<file path="src/rtl/tick_scheduler_pkg.sv">
// ============================================================================
// Module      : tick_sched_pkg
// Description : Shared defaults and channel state encoding for tick_scheduler.
// Revision    : 1.0 - initial release
// ============================================================================
`default_nettype none

package tick_sched_pkg;

    localparam int CNT_W_DEF = 28;
    localparam int TAP_W_DEF = 5;
    localparam int CW_DEF    = 8;
    localparam int NCH_DEF   = 4;

    localparam logic [1:0] ST_IDLE = 2'd0;
    localparam logic [1:0] ST_RUN  = 2'd1;
    localparam logic [1:0] ST_FIN  = 2'd2;

endpackage

`default_nettype wire

</file>
<file path="src/rtl/tick_scheduler_channel.sv">
// ============================================================================
// Module      : timer_channel
// Description : One timer channel; counts ticks of a selected prescaler tap.
// Revision    : 1.0 - initial release
// ============================================================================
`default_nettype none

module timer_channel
    import tick_sched_pkg::*;
#(
    parameter int CNT_W = CNT_W_DEF,
    parameter int TAP_W = TAP_W_DEF,
    parameter int CW    = CW_DEF
) (
    input  logic             clk,
    input  logic             rst_n,
    input  logic             start_i,
    input  logic             cancel_i,
    input  logic [TAP_W-1:0] tap_i,
    input  logic [CW-1:0]    count_i,
    input  logic [CNT_W-1:0] tick_i,
    output logic             busy_o,
    output logic             done_o
);

    logic [1:0]       state_q, state_d;
    logic [TAP_W-1:0] tap_q, tap_d;
    logic [CW-1:0]    rem_q, rem_d;
    logic             w_tick;
    logic             w_launch;

    assign w_tick   = tick_i[tap_q];
    assign w_launch = start_i && !cancel_i;

    always_comb begin
        state_d = state_q;
        tap_d   = tap_q;
        rem_d   = rem_q;
        if (cancel_i) begin
            state_d = ST_IDLE;
            rem_d   = '0;
        end else begin
            case (state_q)
                ST_IDLE, ST_FIN: begin
                    // FIN falls through to IDLE unless restarted in the same cycle
                    if (w_launch) begin
                        tap_d   = tap_i;
                        rem_d   = count_i;
                        state_d = (count_i == '0) ? ST_FIN : ST_RUN;
                    end else begin
                        state_d = ST_IDLE;
                    end
                end
                ST_RUN: begin
                    if (w_tick) begin
                        rem_d = rem_q - CW'(1);
                        if (rem_q == CW'(1)) begin
                            state_d = ST_FIN;
                        end
                    end
                end
                default: begin
                    state_d = ST_IDLE;
                    rem_d   = '0;
                end
            endcase
        end
    end

    always_ff @(posedge clk or negedge rst_n) begin
        if (!rst_n) begin
            state_q <= ST_IDLE;
            tap_q   <= '0;
            rem_q   <= '0;
        end else begin
            state_q <= state_d;
            tap_q   <= tap_d;
            rem_q   <= rem_d;
        end
    end

    assign busy_o = (state_q == ST_RUN);
    assign done_o = (state_q == ST_FIN);

endmodule

`default_nettype wire

</file>
<file path="src/rtl/tick_scheduler.sv">
// ============================================================================
// Module      : tick_scheduler
// Description : Shared synchronous prescaler feeding NCH independent timers.
// Revision    : 1.0 - initial release
// ============================================================================
`default_nettype none

module tick_scheduler
    import tick_sched_pkg::*;
#(
    parameter int CNT_W = CNT_W_DEF,
    parameter int TAP_W = TAP_W_DEF,
    parameter int CW    = CW_DEF,
    parameter int NCH   = NCH_DEF
) (
    input  logic                 clk,
    input  logic                 rst_n,
    input  logic [NCH-1:0]       start,
    input  logic [NCH-1:0]       cancel,
    input  logic [NCH*TAP_W-1:0] tap,
    input  logic [NCH*CW-1:0]    count,
    output logic [NCH-1:0]       busy,
    output logic [NCH-1:0]       done,
    output logic [CNT_W-1:0]     div_q
);

    localparam logic [TAP_W-1:0] TAP_MAX = TAP_W'(CNT_W - 1);

    logic [CNT_W-1:0] div_cnt_q, div_cnt_d;
    logic [CNT_W-1:0] w_tick;

    assign div_cnt_d = div_cnt_q + CNT_W'(1);

    always_ff @(posedge clk or negedge rst_n) begin
        if (!rst_n) begin
            div_cnt_q <= '0;
        end else begin
            div_cnt_q <= div_cnt_d;
        end
    end

    assign div_q = div_cnt_q;

    // tick[t] marks the cycle in which prescaler bit t has just risen
    for (genvar t = 0; t < CNT_W; t++) begin : g_tick
        if (t == 0) begin : g_lsb
            assign w_tick[t] = div_cnt_q[0];
        end else begin : g_bit
            assign w_tick[t] = div_cnt_q[t] & ~(|div_cnt_q[t-1:0]);
        end
    end

    for (genvar i = 0; i < NCH; i++) begin : g_ch
        logic [TAP_W-1:0] w_tap_raw;
        logic [TAP_W-1:0] w_tap_clamp;

        assign w_tap_raw   = tap[i*TAP_W +: TAP_W];
        assign w_tap_clamp = (w_tap_raw > TAP_MAX) ? TAP_MAX : w_tap_raw;

        timer_channel #(
            .CNT_W (CNT_W),
            .TAP_W (TAP_W),
            .CW    (CW)
        ) u_chan (
            .clk      (clk),
            .rst_n    (rst_n),
            .start_i  (start[i]),
            .cancel_i (cancel[i]),
            .tap_i    (w_tap_clamp),
            .count_i  (count[i*CW +: CW]),
            .tick_i   (w_tick),
            .busy_o   (busy[i]),
            .done_o   (done[i])
        );
    end

endmodule

`default_nettype wire

</file>
<file path="config.mk">
export PLATFORM = sky130hd
export DESIGN_NAME = tick_scheduler
export DESIGN_NICKNAME = d
export VERILOG_FILES = /design/src/rtl/tick_scheduler_pkg.sv /design/src/rtl/tick_scheduler_channel.sv /design/src/rtl/tick_scheduler.sv
export SDC_FILE = /design/constraint.sdc
export NUM_CORES = 1
export LEC_CHECK = 0
export ABC_AREA = 0
export BUFFER_PORTS_ARGS = -buffer_cell sky130_fd_sc_hd__clkbuf_2
export CORE_MARGIN = 2
export CORE_UTILIZATION = 58
export DETAILED_ROUTE_END_ITERATION = 8
export PLACE_DENSITY = 0.79
export SLEW_MARGIN = 20
export SYNTH_ARGS = -nofsm -noshare
export SYNTH_HDL_FRONTEND = slang
export SYNTH_SLANG_ARGS = --single-unit
</file>
<file path="constraint.sdc">
create_clock -name clk -period 8.69 [get_ports clk]
set_input_delay 1.738 -clock clk [delete_from_list [all_inputs] [get_ports clk]]
set_output_delay 1.738 -clock clk [all_outputs]
set_load 0.01 [all_outputs]
</file>
==> results by group <==
Clock network
  • Clock latency on the worst-skew pair: 0.35 ns
  • CTS Buf Count: 9
  • TritonCTS clock tree: built
  • # hold bufs at CTS: 0
  • Post-CTS sizing: 0
  • Clock sinks: 88
  • Root Buffer: clkbuf_16
  • Post-CTS setup buffer count: 0
  • Bufs on Longest Clock Path: 2
  • Clock transition at path regs: 0.07 ns
  • H-tree depth: 3

Floorplan
  • I/O pins: 98
  • Row cnt: 38
  • DIE WIDTH: 110 um
  • Core Area: 10900 um^2
  • Die Height: 110 um
  • Initial core utilization: 0.599
  • Die area: 12200 um^2

Place
  • Routability cong.: 0.988
  • Area of placed instances: 6950 um^2
  • DP HPWL: 13100 um
  • Pre-CTS WS: 4.89 ns
  • Port bufs: 97

Route
  • Vias post-DR: 6524
  • Wirelength per Cell: 18.2 um
  • Antenna Nets Post-Route: 0
  • Detailed Routing Iterations Pass 1: 5
  • DRT Wirelength: 18200 um
  • DRT iter0 DRCs: 592
  • # DRC: 0
  • DR vias/cell: 6.54

STA
  • Final hold vios: 0
  • Slew @ Worst Pin: 0.992 ns
  • RSZ-0062 raised after global routing: false
  • Period minus WS final: 3.66 ns
  • Setup violations, final: 0
  • Worst Setup Slack, final: 5.03 ns
  • Relative slew margins: 0.339
  • Max Clock Freq: 0.273 GHz
  • Clk_skew: 0.00676 ns
  • Setup TNS Final: 0 ns
  • Final Slew Violations: 0
  • Final Cycle Share: 0.421

Synthesis
  • Ys async rst share: 1.00
  • Synth top area cells: dfrtp_1 (34%), nand2_1 (5.2%), a21oi_1 (3.4%)
  • Register bit total from synthesis: 88
  • Synthesized Nets: 878
  • Largest family of logic cells by synthesized area: simple AND/OR/NAND/NOR gates
  • Synth Area in Simple Gates: 0.293
  • Synth cell types: 84
  • Synth Area in Adders: 0.0210
  • Sequential share of the synthesized area: 0.336
  • EDFF count, synth: 0
  • Syn Std Cell Area: 6550 um^2
  • Syn Inst Count: 805
  • Top cell type by total area after synthesis: dfrtp_1
  • Synth top area share: 0.336
  • Synth Warn #: 0
  • Multiplexer share of the synthesized area: 0.0239
  • XOR/XNOR Fraction of Synth Area: 0.0388
  • Ys flop type: dfrtp_1
  • Synth Area in Compound Gates: 0.228
  • Syn avg cell area: 8.14 um^2

GRT
  • Number of global-route vias before repair: 5998
  • Pin count of the biggest net entering global routing: 89
  • Total global-route track usage: 0.310
  • Initial antenna violation count: 0
  • GR Overflow Total: 0
  • First-pass GRT wire length: 29800 um

Finish
  • Synthesis-to-layout area growth: 11.0%
  • Most frequent cells in the layout: clkbuf_2 (96), nand2_1 (90), dfrtp_1 (88), nor2_1 (58), a21oi_1 (44)
  • Design Area, Final: 7280 um^2
  • Fill cell total of the finished layout: 916
  • Ant diodes: 0
  • Share of post-route cells with drive strength above 1: 0.154
  • Post-layout util: 0.665
  • Area of the multi-input gates: 3960 um^2
  • Flip-flop and latch area: 2200 um^2
  • Nets: 926
  • Most common cell after layout, fill and taps aside: clkbuf_2

Worst setup path
  • CP endpoint kind: register
  • Crit path launch: div_q[0]$_DFF_PN0_
  • Origin of the critical flop-to-flop path: div_q[0]$_DFF_PN0_
  • Reg2reg setup slack: 5.03 ns
  • CP arrival: 3.87 ns
  • Worst path required time: 8.89 ns
  • Crit Path Class: reg2reg
  • CP Max Fanout: 14
  • Startpoint types: register

Run status
  • Outcome: completed

Power and ir drop
  • VDD IR max: 0.179 mV
  • Tot Pwr: 1.80 mW
  • P_leak: 3.06 nW
  • Power Density: 247 nW/um^2

Hold path
  • Hold Crit Class: reg2reg
  • Hold Startpoint: g_ch[2].u_chan.rem_q[7]$_DFFE_PN0P_

Run
  • Max-Cap Viols: 0
-- area by class of cell --
| cell class | count | share of cell area |
|---|---|---|
| timing repair buffer | 97 | 0.0676 |
| clock inverter | 5 | 0.0110 |
| sequential | 88 | 0.303 |
| tap | 140 | 0.0241 |
| clock buffer | 11 | 0.0334 |
| multi-input combinational | 624 | 0.544 |
| inverter | 33 | 0.0170 |
-- metal layers --
layer | track usage | part of all wire
met2 | 0.497 | 0.47
met3 | 0.0617 | 0.078
met4 | 0.0911 | 0.020
met1 | 0.426 | 0.43
met5 | 0 | 0
-- report_power, final --
group	total [mW]	leakage, nW	switching (mW)	internal [mW]
sequential	0.717	1.13	0.202	0.515
combinational	0.656	1.78	0.378	0.278
clock	0.423	0.152	0.164	0.259
-- cells by family after synthesis --
family                   Yosys count
AO/OA/AOI/OAI                    212
XOR/XNOR                          29
adder cells (fa/ha/maj)           11
buffers and inverters             93
flip-flops                        88
multiplexers                      14
AND/OR/NAND/NOR                  358
-- flip-flops by register name, indices dropped and copies added (netlist names) --
register	cells
g_ch.u_chan.tap_q	20
g_ch.u_chan.rem_q	32
g_ch.u_chan.state_q	8
div_q	28
-- synth_stat cells, types with 9 or more instances --
cell / instances
nor2_1: 58
nand3_1: 34
nand3b_1: 17
o211ai_1: 10
dfrtp_1: 88
xnor2_1: 23
nor2b_1: 26
ha_1: 11
nand2_1: 90
nor3_1: 28
nand2b_1: 24
a21oi_1: 44
a22oi_1: 9
o21ai_0: 41
nor4_1: 19
mux2i_1: 10
inv_1: 33
clkbuf_1: 44
nand4_1: 11
-- stage by stage --
step | hold slack, ns | cells
floorplan | 0.454 | 805
global placement | 0.479 | 982
detailed placement | 0.477 | 982
CTS | 0.494 | 998
global route | 0.508 | 998
finish | 0.491 | 998
-- final timing paths --
path	end	cells past startpoint
max	g_ch[3].u_chan.rem_q[1]$_DFFE_PN0P_	9
min	g_ch[2].u_chan.rem_q[7]$_DFFE_PN0P_	1
max reg2reg	g_ch[3].u_chan.rem_q[1]$_DFFE_PN0P_	9
min reg2reg	g_ch[2].u_chan.rem_q[7]$_DFFE_PN0P_	1
max in group asynchronous	g_ch[1].u_chan.rem_q[5]$_DFFE_PN0P_	1
min in group asynchronous	g_ch[3].u_chan.rem_q[1]$_DFFE_PN0P_	1
-- worst max-delay path, stage by stage, from the launching register on --
cell and delay [ns]:
dfrtp_1 0.47, inv_1 0.15, ha_1 0.44, nand2b_1 0.18
nor4_1 0.39, nand4_1 0.31, nor4b_1 0.55, o221ai_1 0.55
a211oi_1 0.42, a21oi_1 0.06
Note: power is estimated with default switching activity, not from simulation.
